<file path="src/rtl/write_arb_pkg.sv">
// Shared types and defaults for the FIFO write-port arbiter.
package write_arb_pkg;

    localparam int DEF_NUM_REQ    = 4;
    localparam int DEF_DATA_WIDTH = 8;
    localparam int DEF_MAX_BURST  = 4;
    localparam int BURST_CNT_W    = 4;

    typedef enum logic [1:0] {
        IDLE  = 2'd0,
        GRANT = 2'd1,
        STALL = 2'd2
    } arb_state_t;

endpackage

</file>
<file path="src/rtl/write_arb_rr_pick.sv">
// Combinational rotate-priority picker: first set request at or after start_in, wrapping.
module write_arb_rr_pick
    import write_arb_pkg::*;
#(
    parameter int NUM_REQ = DEF_NUM_REQ,
    localparam int IDX_W  = $clog2(NUM_REQ)
) (
    input  logic [NUM_REQ-1:0] req_in,
    input  logic [IDX_W-1:0]   start_in,
    output logic               valid_out,
    output logic [IDX_W-1:0]   winner_out
);

    localparam int               SUM_W  = IDX_W + 1;
    localparam logic [SUM_W-1:0] N_WRAP = SUM_W'(NUM_REQ);

    logic [IDX_W-1:0]   w_rot_idx [NUM_REQ];
    logic [NUM_REQ-1:0] w_rot_req;

    // Slot gi of the rotated view holds requester (start + gi) mod NUM_REQ.
    genvar gi;
    generate
        for (gi = 0; gi < NUM_REQ; gi++) begin : g_rot
            logic [SUM_W-1:0] w_sum;
            assign w_sum         = {1'b0, start_in} + SUM_W'(gi);
            assign w_rot_idx[gi] = (w_sum >= N_WRAP) ? IDX_W'(w_sum - N_WRAP) : w_sum[IDX_W-1:0];
            assign w_rot_req[gi] = req_in[w_rot_idx[gi]];
        end
    endgenerate

    always_comb begin
        valid_out  = |req_in;
        winner_out = '0;
        for (int i = NUM_REQ - 1; i >= 0; i--) begin
            if (w_rot_req[i]) begin
                winner_out = w_rot_idx[i];
            end
        end
    end

endmodule

</file>
<file path="src/rtl/write_port_arbiter.sv">
// Round-robin arbiter sharing one FIFO write port; never writes while full.
// Define WRITE_ARB_BURST_EN to let an owner keep the grant for up to MAX_BURST writes.
module write_port_arbiter
    import write_arb_pkg::*;
#(
    parameter int NUM_REQ    = DEF_NUM_REQ,
    parameter int DATA_WIDTH = DEF_DATA_WIDTH,
    parameter int MAX_BURST  = DEF_MAX_BURST
) (
    input  logic                          w_clk_in,
    input  logic                          w_reset_n_in,
    input  logic [NUM_REQ-1:0]            req_in,
    input  logic [NUM_REQ*DATA_WIDTH-1:0] data_in,
    input  logic                          fifo_full_in,
    output logic [NUM_REQ-1:0]            ack_out,
    output logic [NUM_REQ-1:0]            grant_out,
    output logic                          w_request_out,
    output logic [DATA_WIDTH-1:0]         w_data_out
);

    localparam int               IDX_W     = $clog2(NUM_REQ);
    localparam logic [IDX_W-1:0] LAST_IDX  = IDX_W'(NUM_REQ - 1);
    localparam int               CNT_EXT_W = BURST_CNT_W + 1;

    arb_state_t             r_state, w_state_next;
    logic [IDX_W-1:0]       r_owner, w_owner_next;
    logic [IDX_W-1:0]       r_rr_ptr, w_rr_ptr_next;
    logic [BURST_CNT_W-1:0] r_burst_cnt, w_burst_cnt_next;

    logic                   w_pick_valid;
    logic [IDX_W-1:0]       w_pick_idx;
    logic [IDX_W-1:0]       w_pick_after;
    logic                   w_owner_req;
    logic                   w_fire;
    logic                   w_burst_done;
    logic                   w_rearb;
    logic [NUM_REQ-1:0]     w_owner_oh;
    logic [DATA_WIDTH-1:0]  w_slot [NUM_REQ];

    write_arb_rr_pick #(
        .NUM_REQ (NUM_REQ)
    ) u_pick (
        .req_in     (req_in),
        .start_in   (r_rr_ptr),
        .valid_out  (w_pick_valid),
        .winner_out (w_pick_idx)
    );

    genvar gi;
    generate
        for (gi = 0; gi < NUM_REQ; gi++) begin : g_slot
            assign w_slot[gi]     = data_in[gi*DATA_WIDTH +: DATA_WIDTH];
            assign w_owner_oh[gi] = (r_owner == IDX_W'(gi));
        end
    endgenerate

    assign w_pick_after = (w_pick_idx == LAST_IDX) ? '0 : w_pick_idx + 1'b1;
    assign w_owner_req  = req_in[r_owner];
    assign w_fire       = (r_state == GRANT) && w_owner_req && !fifo_full_in;

`ifdef WRITE_ARB_BURST_EN
    assign w_burst_done = (CNT_EXT_W'(r_burst_cnt) + CNT_EXT_W'(1)) >= CNT_EXT_W'(MAX_BURST);
`else
    // Every fire ends the grant, so the counter is never advanced and stays 0.
    logic [BURST_CNT_W-1:0] w_unused_max_burst;
    assign w_unused_max_burst = BURST_CNT_W'(MAX_BURST);
    assign w_burst_done       = 1'b1;
`endif

    assign w_request_out = w_fire;
    assign ack_out       = w_fire ? w_owner_oh : '0;
    assign grant_out     = (r_state != IDLE) ? w_owner_oh : '0;
    assign w_data_out    = (r_state != IDLE) ? w_slot[r_owner] : '0;

    always_comb begin
        w_state_next     = r_state;
        w_owner_next     = r_owner;
        w_rr_ptr_next    = r_rr_ptr;
        w_burst_cnt_next = r_burst_cnt;
        w_rearb          = 1'b0;

        unique case (r_state)
            IDLE: begin
                w_rearb = 1'b1;
            end
            GRANT: begin
                if (!w_owner_req) begin
                    w_rearb = 1'b1;
                end else if (fifo_full_in) begin
                    w_state_next = STALL;
                end else if (w_burst_done) begin
                    w_rearb = 1'b1;
                end else begin
                    w_burst_cnt_next = r_burst_cnt + 1'b1;
                end
            end
            STALL: begin
                if (!w_owner_req) begin
                    w_rearb = 1'b1;
                end else if (!fifo_full_in) begin
                    w_state_next = GRANT;
                end
            end
            default: begin
                w_state_next = IDLE;
            end
        endcase

        // The current owner's request is still visible here, so after a fire it
        // is scanned last from rr_ptr and only wins again when it is alone.
        if (w_rearb) begin
            w_burst_cnt_next = '0;
            if (w_pick_valid) begin
                w_state_next  = GRANT;
                w_owner_next  = w_pick_idx;
                w_rr_ptr_next = w_pick_after;
            end else begin
                w_state_next  = IDLE;
            end
        end
    end

    always_ff @(posedge w_clk_in or negedge w_reset_n_in) begin
        if (!w_reset_n_in) begin
            r_state     <= IDLE;
            r_owner     <= '0;
            r_rr_ptr    <= '0;
            r_burst_cnt <= '0;
        end else begin
            r_state     <= w_state_next;
            r_owner     <= w_owner_next;
            r_rr_ptr    <= w_rr_ptr_next;
            r_burst_cnt <= w_burst_cnt_next;
        end
    end

endmodule
</file>
<file path="config.mk">
export PLATFORM = sky130hd
export DESIGN_NAME = write_port_arbiter
export DESIGN_NICKNAME = d
export VERILOG_FILES = /design/src/rtl/write_arb_pkg.sv /design/src/rtl/write_arb_rr_pick.sv /design/src/rtl/write_port_arbiter.sv
export SDC_FILE = /design/constraint.sdc
export NUM_CORES = 1
export LEC_CHECK = 0
export ABC_CLOCK_PERIOD_IN_PS = 2620
export CAP_MARGIN = 0
export CORE_MARGIN = 4
export CORE_UTILIZATION = 32
export DETAILED_ROUTE_END_ITERATION = 8
export PLACE_DENSITY_LB_ADDON = 0.1
export SYNTH_ARGS = -nofsm -noshare
export SYNTH_HDL_FRONTEND = slang
export SYNTH_SLANG_ARGS = --single-unit
</file>
<file path="constraint.sdc">
create_clock -name w_clk_in -period 2.62 [get_ports w_clk_in]
set_input_delay 0.524 -clock w_clk_in [delete_from_list [all_inputs] [get_ports w_clk_in]]
set_output_delay 0.524 -clock w_clk_in [all_outputs]
set_load 0.03 [all_outputs]
</file>
==> summary.txt <==
Placement
  • Setup WS pre-CTS: -0.3324 ns
  • Post-detail-place hpwl: 1951 um
  • Placed cells: 158
  • Port bufs: 55
  • Placed instance area: 1314 sq um
  • RePlAce Congestion: 0.6939

Logic synthesis
  • Yosys warnings: 0
  • Register bit total from synthesis: 6
  • Post-synth cell types: 24
  • Sequential-to-total area share from yosys stat: 0.2251
  • EDFF count, synth: 0
  • Synthesized instance count: 70
  • Post-Syn Area: 666.9 sq um
  • Synth Flop Type: dfrtp_1
  • Post-synth ARST share: 1.000
  • Mean Syn Cell Area: 9.527 sq um
  • Synthesized Nets: 109

Setup path
  • Crit path cell chain: clkdlybuf4s50_1, mux4_2, nand3_2, nor2_1, clkdlybuf4s15_2
  • Startpoint Class: primary input
  • Buf/Inv on CP: 2
  • RR Endpoint: r_rr_ptr[0]
  • CP required: 2.10 ns
  • Setup CP Type: in2out
  • Crit. End Element: primary output
  • Reg-to-reg startpoint: r_owner[0]
  • Biggest cell delay along the critical path: 0.48 ns
  • FF-to-FF setup slack: 0.52 ns
  • Slowest stage cell, crit path: mux4_2
  • Crit path max-delay family: buffers and inverters
  • Critical path arrival: 1.91 ns
  • R2R cell count: 6
  • CP Max Fanout: 5

GRT
  • Overflow after GRT: 0
  • Overall Global Routing Usage: 0.1508
  • Pin count of the biggest net entering global routing: 15
  • Global-route wire length before repair: 3160 um
  • Initial antenna violation count: 0
  • Vias in the first global route: 729

Run status
  • Status: completed

Routing
  • Final ANT Viol Nets: 0
  • Residual DRC: 0
  • Met2 wire len: 1237 um
  • DRT met1 WL: 843 um
  • Avg WL per Cell: 13.96 um
  • Via Count: 767
  • Iteration-0 DRC Markers: 5
  • Vias/cell: 4.764
  • Routed WL: 2248 um
  • Met3 wire length: 168 um
  • DR top layer: met3
  • Router iterations before antenna repair: 3

Timing
  • Clock Skews: 0.0001575 ns
  • Max Freq: 411.1 MHz
  • Worst slew pin tran: 0.5145 ns
  • Slew margin rel.: 0.6566
  • Final worst-path cycle share: 0.9284
  • Period minus WS final: 2.432 ns
  • Fin. max-slew vios: 0
  • RSZ-0062 raised after global routing: no
  • Final Hold Fails: 0
  • Final worst slack: 0.1877 ns
  • Setup Viol. Count Final: 0

Clock network
  • Post-CTS setup buffer count: 0
  • Hold-fix buffers, CTS: 0
  • H-tree levels: 1
  • CTS tree: built
  • CTS buffer count: 3
  • Post-CTS Resized: 18
  • Clock Path Buffers: 2
  • Reg clk slew, reported paths: 0.04 ns
  • Later-pin clock latency in the skew report: 0.24 ns
  • TritonCTS sink count: 6
  • Clock root buffer: clkbuf_4

Finish
  • Antenna diode count: 0
  • Area Growth Syn to Fin: 98.31%
  • Final instance area: 1323 sq um
  • Layout cells sized above 1: 0.2239
  • Final #Nets: 175
  • Commonest non-fill, non-tap cell in the layout: clkdlybuf4s50_1
  • Final std cells w/o fill: 161
  • Commonest cells after routing, fill and taps aside: clkdlybuf4s50_1, nor2_1, buf_4

Power
  • Final Power: 1.412 mW
  • Power per cell area: 1068 nW/um^2
  • Maximum vdd ir drop: 0.6271 mV
  • Leakage: 0.5640 nW

Die
  • Core ar.: 1962 sq um
  • Die area: 2878 sq um
  • Initial core utilization: 0.3399
  • Die height: 53.65 um
  • Die W: 53.65 um
  • Ports: 56
  • Row cnt: 16

Worst hold path
  • Hold WC Path Type: in2async

Job
  • Maxcap violations: 0
[cell usage after synthesis, drive strengths merged, types with 2 or more instances]
| master | number | area share |
|---|---|---|
| inv | 2 | 0.011 |
| nor2b | 8 | 0.075 |
| dfrtp | 6 | 0.23 |
| nor3 | 2 | 0.015 |
| clkbuf | 3 | 0.017 |
| nand2b | 4 | 0.038 |
| nand2 | 6 | 0.034 |
| xnor2 | 2 | 0.026 |
| nor2 | 11 | 0.062 |
| o21ai | 3 | 0.023 |
| mux4 | 9 | 0.30 |
| a21oi | 2 | 0.015 |
[layout make-up]
cell class | instances | area [sq um]
fillers | 183 | 639.4
well taps | 27 | 33.78
multi-input cells | 58 | 494.2
repair buffers | 65 | 614.3
inverters | 2 | 7.507
flip-flops and latches | 6 | 150.1
clock buffers | 3 | 22.52
[logic make-up after synthesis]
logic type	synth area share
AO/OA/AOI/OAI	0.1013
buffers and inverters	0.04503
flip-flops	0.2251
XOR/XNOR	0.02627
multiplexers	0.3415
AND/OR/NAND/NOR	0.2608
[power by group]
part	internal [mW]	switching, mW	total [mW]
Sequential	0.139	0.0643	0.203
Clock	0.0515	0.0291	0.0806
Combinational	0.541	0.587	1.13
[state kept, by name, summed over array words and instances (netlist names)]
register,flops
r_owner,2
r_rr_ptr,2
r_state,2
[metal layers]
metal / vias to the layer above / global-route usage
met5: - / 0
met4: 0 / 0.02553
met3: 0 / 0.03878
met2: 25 / 0.3061
met1: 355 / 0.1527
li1: 387 / -
[stage by stage]
stage	utilization	TNS [ns]	hold WS, ns
3_3_place_gp	0.6696	-1.342	0.5868
6_report	0.6741	0	0.5251
3_5_place_dp	0.6696	-1.746	0.6028
2_1_floorplan	-	0	0.2284
5_1_grt	0.6741	0	0.5271
4_1_cts	0.6792	0	0.5220
[worst register-to-register path: stages, from the launching register on]
cell	delay, ns
dfrtp_1	0.43
mux4_2	0.55
buf_4	0.16
a21o_1	0.17
a221o_1	0.34
nand2b_1	0.18
a21boi_0	0.15
[worst max path at each step]
stage | start | end | cells past startpoint
2_1_floorplan | r_owner[0] | ack_out[0] | 4
3_3_place_gp | req_in[3] | ack_out[2] | 5
3_5_place_dp | req_in[3] | ack_out[3] | 5
4_1_cts | req_in[3] | ack_out[1] | 5
5_1_grt | req_in[0] | ack_out[3] | 5
6_report | req_in[1] | ack_out[3] | 5
No activity file was read; power rests on OpenSTA's default activity.
